## config.mk

```make
export PLATFORM = sky130hd
export DESIGN_NAME = lfsr_seq_ctrl
export DESIGN_NICKNAME = d
export VERILOG_FILES = /design/src/rtl/lfsr_pkg.sv /design/src/rtl/lfsr_next.sv /design/src/rtl/lfsr_seq_ctrl.sv
export SDC_FILE = /design/constraint.sdc
export NUM_CORES = 1
export LEC_CHECK = 0
export CAP_MARGIN = 20
export CORE_MARGIN = 5
export CORE_UTILIZATION = 40
export DETAILED_ROUTE_END_ITERATION = 8
export PLACE_DENSITY = 0.88
export SYNTH_ARGS = -nofsm -noshare
export SYNTH_HDL_FRONTEND = slang
export SYNTH_SLANG_ARGS = --single-unit
```

## constraint.sdc

```tcl
create_clock -name clk -period 2.6 [get_ports clk]
set_input_delay 0.26 -clock clk [delete_from_list [all_inputs] [get_ports clk]]
set_output_delay 0.26 -clock clk [all_outputs]
set_load 0.1 [all_outputs]
```

## src/rtl/lfsr_pkg.sv

```systemverilog
// Shared definitions for the LFSR sequencer.
//   state_t       controller FSM states
//   DEFAULT_*     default widths and feedback mask (x^8+x^6+x^5+x^4+1, period 255)
//   lfsr_feedback helper: XOR of the tapped bits of a state word
package lfsr_pkg;

    typedef enum logic [1:0] {
        IDLE = 2'd0,
        RUN  = 2'd1,
        DONE = 2'd2
    } state_t;

    localparam int unsigned DEFAULT_NBITS = 8;
    localparam int unsigned DEFAULT_CNT_W = 16;
    localparam logic [7:0]  DEFAULT_TAPS  = 8'hB8;

    // Feedback bit for an LFSR of up to 64 bits; callers zero-extend q and taps.
    function automatic logic lfsr_feedback(input logic [63:0] q, input logic [63:0] taps);
        return ^(q & taps);
    endfunction

endpackage

```

## src/rtl/lfsr_next.sv

```systemverilog
// Combinational Fibonacci LFSR step: shift left, feedback into the LSB.
//   q       in   NBITS  current state
//   q_next  out  NBITS  step(q) = {q[NBITS-2:0], ^(q & TAPS)}
module lfsr_next
    import lfsr_pkg::*;
#(
    parameter int unsigned      NBITS = DEFAULT_NBITS,
    parameter logic [NBITS-1:0] TAPS  = NBITS'(DEFAULT_TAPS)
) (
    input  logic [NBITS-1:0] q,
    output logic [NBITS-1:0] q_next
);

    logic fb;

    always_comb begin
        fb     = lfsr_feedback(64'(q), 64'(TAPS));
        q_next = {q[NBITS-2:0], fb};
    end

endmodule

```

## src/rtl/lfsr_seq_ctrl.sv

```systemverilog
// Sequencer for an external LFSR state register. Accepts a seed and a step count,
// loads the seed, drives N shifts through reg_en/reg_d, then offers the result on a
// valid/ready output. The state itself lives in the external register (reg_q).
//   clk, rst   clock, synchronous active-high reset
//   req_*      request handshake: seed and number of shifts (0 allowed)
//   reg_en/d   write enable and next value for the external state register
//   reg_q      current value of the external state register
//   out_*      result handshake; out_zfix flags a zero seed replaced by 1
//   busy       controller is not idle
module lfsr_seq_ctrl
    import lfsr_pkg::*;
#(
    parameter int unsigned      NBITS = DEFAULT_NBITS,
    parameter logic [NBITS-1:0] TAPS  = NBITS'(DEFAULT_TAPS),
    parameter int unsigned      CNT_W = DEFAULT_CNT_W
) (
    input  logic             clk,
    input  logic             rst,
    input  logic             req_val,
    output logic             req_rdy,
    input  logic [NBITS-1:0] req_seed,
    input  logic [CNT_W-1:0] req_n,
    output logic             reg_en,
    output logic [NBITS-1:0] reg_d,
    input  logic [NBITS-1:0] reg_q,
    output logic             out_val,
    input  logic             out_rdy,
    output logic [NBITS-1:0] out_data,
    output logic             out_zfix,
    output logic             busy
);

    state_t           state_q, state_d;
    logic [CNT_W-1:0] cnt_q, cnt_d;
    logic             zfix_q, zfix_d;
    logic [NBITS-1:0] step_q;

    lfsr_next #(
        .NBITS (NBITS),
        .TAPS  (TAPS)
    ) u_next (
        .q      (reg_q),
        .q_next (step_q)
    );

    always_ff @(posedge clk) begin
        if (rst) begin
            state_q <= IDLE;
            cnt_q   <= '0;
            zfix_q  <= 1'b0;
        end else begin
            state_q <= state_d;
            cnt_q   <= cnt_d;
            zfix_q  <= zfix_d;
        end
    end

    always_comb begin
        state_d  = state_q;
        cnt_d    = cnt_q;
        zfix_d   = zfix_q;
        req_rdy  = 1'b0;
        reg_en   = 1'b0;
        reg_d    = '0;
        out_val  = 1'b0;
        out_data = '0;
        out_zfix = 1'b0;
        busy     = (state_q != IDLE);

        unique case (state_q)
            IDLE: begin
                req_rdy = 1'b1;
                if (req_val) begin
                    reg_en = 1'b1;
                    // All-zero is the LFSR's lock-up state; substitute 1 and flag it.
                    if (req_seed == '0) begin
                        reg_d  = NBITS'(1);
                        zfix_d = 1'b1;
                    end else begin
                        reg_d  = req_seed;
                        zfix_d = 1'b0;
                    end
                    cnt_d   = req_n;
                    state_d = (req_n == '0) ? DONE : RUN;
                end
            end
            RUN: begin
                reg_en = 1'b1;
                reg_d  = step_q;
                cnt_d  = cnt_q - CNT_W'(1);
                // RUN is only entered with cnt >= 1, so the count never wraps.
                if (cnt_q == CNT_W'(1)) begin
                    state_d = DONE;
                end
            end
            DONE: begin
                out_val  = 1'b1;
                out_data = reg_q;
                out_zfix = zfix_q;
                if (out_rdy) begin
                    state_d = IDLE;
                end
            end
            default: begin
                state_d = IDLE;
            end
        endcase
    end

endmodule
```

Word-level counts from Yosys, hierarchy flattened
Index checks and enable logic that the tools add are counted.

storage, ports and cells
  register bits after elaboration = 19
  input port bits = 36
  word-level logic and storage cells = 36

operators by class
  add/subtract/negate cells = 1
  equality and inequality tests = 6
  mux-type cells = 17
  reductions and logical operators = 9

operators with widths
  operator                                             count
  XOR reduction 64 bit                                 1
  one-hot mux 16 bit (2 select lines)                  1
  2-to-1 mux 8 bit                                     3
  == test 16 x 1 -> 1 bit (second input constant)      1
  logical NOT 16 bit                                   1
  2-to-1 mux 16 bit                                    1
  one-hot mux 8 bit (2 select lines)                   1
  subtractor 16 x 1 -> 16 bit (second input constant)  1
  logical NOT 8 bit                                    1
  2-to-1 mux 2 bit                                     4
  != test 2 bit (second input constant)                3
  one-hot mux 2 bit (3 select lines)                   1
  2-to-1 mux 1 bit                                     5
  AND reduction 2 bit                                  2
  nonzero test 2 bit                                   2
  AND reduction 3 bit                                  1
  == test 2 x 1 -> 1 bit (second input constant)       1
  == test 2 bit (second input constant)                1
  logical NOT 2 bit                                    1
  one-hot mux 1 bit (2 select lines)                   1

Logic depth before layout (Yosys ltp)
  depth after elaboration = 4
  depth in mapped cells = 7

Modules after synthesis
Synthesis repeated with hierarchy kept, for this count alone.

unflattened totals
  cell total of the unflattened synthesis = 183
  area total of the unflattened synthesis = 1436.4 um^2

modules (own cells, without submodules)
  module         instances  cells an instance  area each (um^2)
  lfsr_seq_ctrl  1          172                1350.0
  lfsr_next      1          11                 86.3

Least setup slack after synthesis
OpenSTA, ideal clock, no wires.

  kind = reg-to-output
  start point = register state_q[1]
  end point = output reg_d[0]
  arrival = 2805 ps
  data required time = 2340 ps
  path slack = -465 ps
  cell stages (with the launch flop) = 4
  cell sequence = dfxtp_1 > nand2b_1 > clkbuf_1 > o21ai_0

between the ends
  word-level cells in the longest chain between the ends = 2
  elaborated cells between the ends (all ways) = 3
  those cells by class = eq/ne (1); mux (1); reduce/logical (1)

ends and longest elaborated chain
  what                                                                line                 source
  start: declaration                                                  lfsr_seq_ctrl.sv:33  state_t state_q, state_d;
  start signal: assignment                                            lfsr_seq_ctrl.sv:52  state_q <= state_d;
  == test 2 x 1 -> 1 bit / logical NOT 2 bit (equally long branches)  lfsr_seq_ctrl.sv:70  unique case (state_q)
  one-hot mux 8 bit (2 select lines) (*)                              lfsr_seq_ctrl.sv:70
  end: declaration                                                    lfsr_seq_ctrl.sv:24  output logic [NBITS-1:0] reg_d,

Mark *: on every way between the ends. The rest lies on a longest branch, timed or not.

Final worst setup path
  start point = register state_q[1]
  end point = output out_data[3]

between the ends
  word-level cells in the longest chain between the ends = 2

ends and longest elaborated chain
  what              line                 source
  == test 2 bit     lfsr_seq_ctrl.sv:70
  2-to-1 mux 8 bit  lfsr_seq_ctrl.sv:70
  end: declaration  lfsr_seq_ctrl.sv:28  output logic [NBITS-1:0] out_data,

No other way between the ends.

==> flow_summary.toml <==
[critical_path]
nature_of_the_critical_path_startpoint = "flop"
max_stage_delay_ns = 0.58
crit_type = "reg2out"
worstPathArrival_ns = 1.88
data_required_time_at_the_worst_endpoint_ns = 2.34
setup.worst_path.end_class = "output port"
cp_cell_sequence = "nor2b_1, and2_1, buf_4"
timing.critical_path.fanout_max = 11
critical_path.slowest_cell = "sky130_fd_sc_hd__nor2b_1"

[cts]
cts_tree = "built"
clock_edge_transition_at_the_registers_on_the_reported_setup_and_hold_paths_ns = 0.11
holdBufCountCts = 0
clock_path_buffers = 2
master_cell_of_the_clock_root_buffer = "sky130_fd_sc_hd__clkbuf_4"
cts_repair_resize_count = 0
h-tree-depth = 1
cts_num_sinks = 19
postCtsSetupBuffers = 0
cts-buffers-inserted = 3
clock_latency_ns = 0.30

[finish]
num-fill-cells = 269
layout.core_utilization_pct = 65.0
synthToLayoutAreaGrowth_pct = 54.0
drive_gt1_share_pct = 18.0
finalNetCount = 261
insertedDiodeCount = 0

[pwr]
p_int_uw = 571
power_density_nw_per_um2 = 490
power_frac_clock_pct = 15.7
pwr-share-seq_pct = 36.4
max-vdd-ir-drop_mv = 0.324
power.switching_uw = 410
leakage_power_figure_uw = 0.000759
power_frac_comb_pct = 47.9
power.share.switching_pct = 41.8

[global_routing]
antenna_found_initial = 0
grt_pass1_wl_mm = 6.90
gr-total-overflow = 0
pin_count_of_the_biggest_net_entering_global_routing = 27
grt_use_total_pct = 20.0
first_global_vias = 1431

[synth]
synthesis.instances = 167
synth_nets = 205
yosysWarningCount = 0
synth-simple-area-share_pct = 36.6
netlist-cell-type-count = 38
synth.largest_area_cell = "sky130_fd_sc_hd__dfxtp_1"
synth_commonest_cells = "sky130_fd_sc_hd__dfxtp_1 (19), sky130_fd_sc_hd__nand2_1 (17), sky130_fd_sc_hd__nor2_1 (10)"
synthesis.area_um2 = 1300
share_of_async_settable_or_async_resettable_flops_after_synthesis_pct = 0
synth-compound-area-share_pct = 26.1
synth.ff_latch_count = 19
synthAdderAreaFrac_pct = 1.93
netlist_top_cells_area = "sky130_fd_sc_hd__dfxtp_1 (29%), sky130_fd_sc_hd__nand2_1 (4.9%), sky130_fd_sc_hd__a22o_1 (4.7%)"
yosysMostFrequentCell = "sky130_fd_sc_hd__dfxtp_1"
syn_area_per_cell_um2 = 7.78
synthFlopType = "sky130_fd_sc_hd__dfxtp_1"
synth-edff-count = 0
synth-xor-area-share_pct = 2.02
synth_seq_area_share_pct = 29.3
synth_largest_type_area_fraction_pct = 29.3
synth.mux.area_fraction_pct = 0
synth_top_family_by_area = "simple AND/OR/NAND/NOR gates"

[route]
detail-route-antenna-nets = 0
wirelength_mm = 4.27
drt_iter0_drc = 108
wire_per_inst_um = 16.0
drcViolationCount = 0
vias_per_cell = 5.78
route.vias.total = 1537
drt-pass1-iter-count = 6

[sta]
timing.setup.tns_ns = 0
max_slew.worst_pin.slew_ns = 0.642
final_hold_vio_count = 0
setup_violations = 0
period_share_pct = 82.3
relSlewSlack_pct = 57.1
drv_slew = 0
post-route-min-period_ns = 2.14
clock.fmax_mhz = 467
worst_clock_skew_ns = 0.00237
grt_setup_unrepaired = "no"

[job]
max_cap_violations = 0

[floorplan]
fp.dieArea_um2 = 4490
total_i_o_pin_count = 57
core_area_um2 = 3080
chipWidth_um = 67.0
std_cell_rows = 20
die_h_um = 67.0
effective_utilization_at_floorplan_pct = 42.2

[place]
gpl.final_weighted_congestion = 0.864
dpl.hpwl_mm = 3.36
port_buffers = 56

[hold_path]
worst_hold_path_type = "reg2reg"

[status]
result_of_the_run = "finished, final reports clean"
## path summary, 6_finish.rpt
path,startpoint,to,slack [ns],cells past startpoint
max,state_q[1],out_data[3],0.46,3
max reg2reg,cnt_q[0],cnt_q[6],0.77,6
min,zfix_q,zfix_q,0.47,2
min reg2reg,zfix_q,zfix_q,0.47,2
## power by group through the flow
stage / Combinational [uW] / Clock [uW] / Sequential (uW)
6_report: 469 / 154 / 357
5_1_grt: 498 / 172 / 361
4_1_cts: 470 / 154 / 356
3_5_place_dp: 469 / 0 / 362
3_3_place_gp: 462 / 0 / 359
2_1_floorplan: 296 / 0 / 352
## state kept, by name (all words and copies together), names as in the netlist
name and cells:
cnt_q 16, zfix_q 1, state_q 2
## stage by stage
step | cell area, um^2 | hold slack, ns | power [uW] | setup slack, ns | std cells
3_3_place_gp | 1970 | 0.450 | 821 | 0.565 | 262
6_report | 2000 | 0.472 | 980 | 0.460 | 266
5_1_grt | 2000 | 0.487 | 1030 | 0.229 | 266
2_1_floorplan | 1300 | 0.410 | 648 | 0.256 | 167
3_5_place_dp | 1970 | 0.449 | 831 | 0.545 | 262
4_1_cts | 2000 | 0.471 | 980 | 0.443 | 266
## critical path: cells and delay by family (launching register included)
family / cells / cell delay, ns
simple gates: 2 / 0.80
flops: 1 / 0.49
buf+inv: 1 / 0.29
## per-layer routing
layer	track usage, %	up-vias	wire [um]
met5	0	-	0
met4	3.04	0	73
met3	4.72	10	270
met2	34.2	48	2100
met1	26.0	733	1820
li1	-	746	-
## cell type report
type	count	area [um^2]	area share (%)
Timing Repair Buffer	60	651	32.5
Inverter	5	18.8	0.939
Clock buffer	4	26.3	1.31
Multi-Input combinational cell	134	868	43.4
Tap cell	44	55.1	2.75
Sequential cell	19	380	19.0
## layout by cell type (no fill, tap or decap), types with 5 or more instances in the layout
| master | n |
|---|---|
| sky130_fd_sc_hd__nor3_1 | 6 |
| sky130_fd_sc_hd__inv_1 | 5 |
| sky130_fd_sc_hd__nand2_1 | 17 |
| sky130_fd_sc_hd__buf_12 | 9 |
| sky130_fd_sc_hd__o211ai_1 | 7 |
| sky130_fd_sc_hd__a31oi_1 | 9 |
| sky130_fd_sc_hd__dfxtp_1 | 19 |
| sky130_fd_sc_hd__buf_4 | 16 |
| sky130_fd_sc_hd__clkdlybuf4s50_1 | 35 |
| sky130_fd_sc_hd__a21oi_1 | 8 |
| sky130_fd_sc_hd__a22o_1 | 7 |
| sky130_fd_sc_hd__o21ai_0 | 5 |
| sky130_fd_sc_hd__nor2_1 | 9 |
| sky130_fd_sc_hd__and2_1 | 9 |
| sky130_fd_sc_hd__nand3_1 | 5 |
| sky130_fd_sc_hd__nor4_1 | 6 |
## cells by family after synthesis
family / count (synthesis)
AOI/OAI and AO/OA: 49
adders and majority gates: 2
xor gates and xnor gates: 3
DFF: 19
and+or+nand+nor: 80
buffers and inverters: 14
No activity file was read; power rests on OpenSTA's default activity.
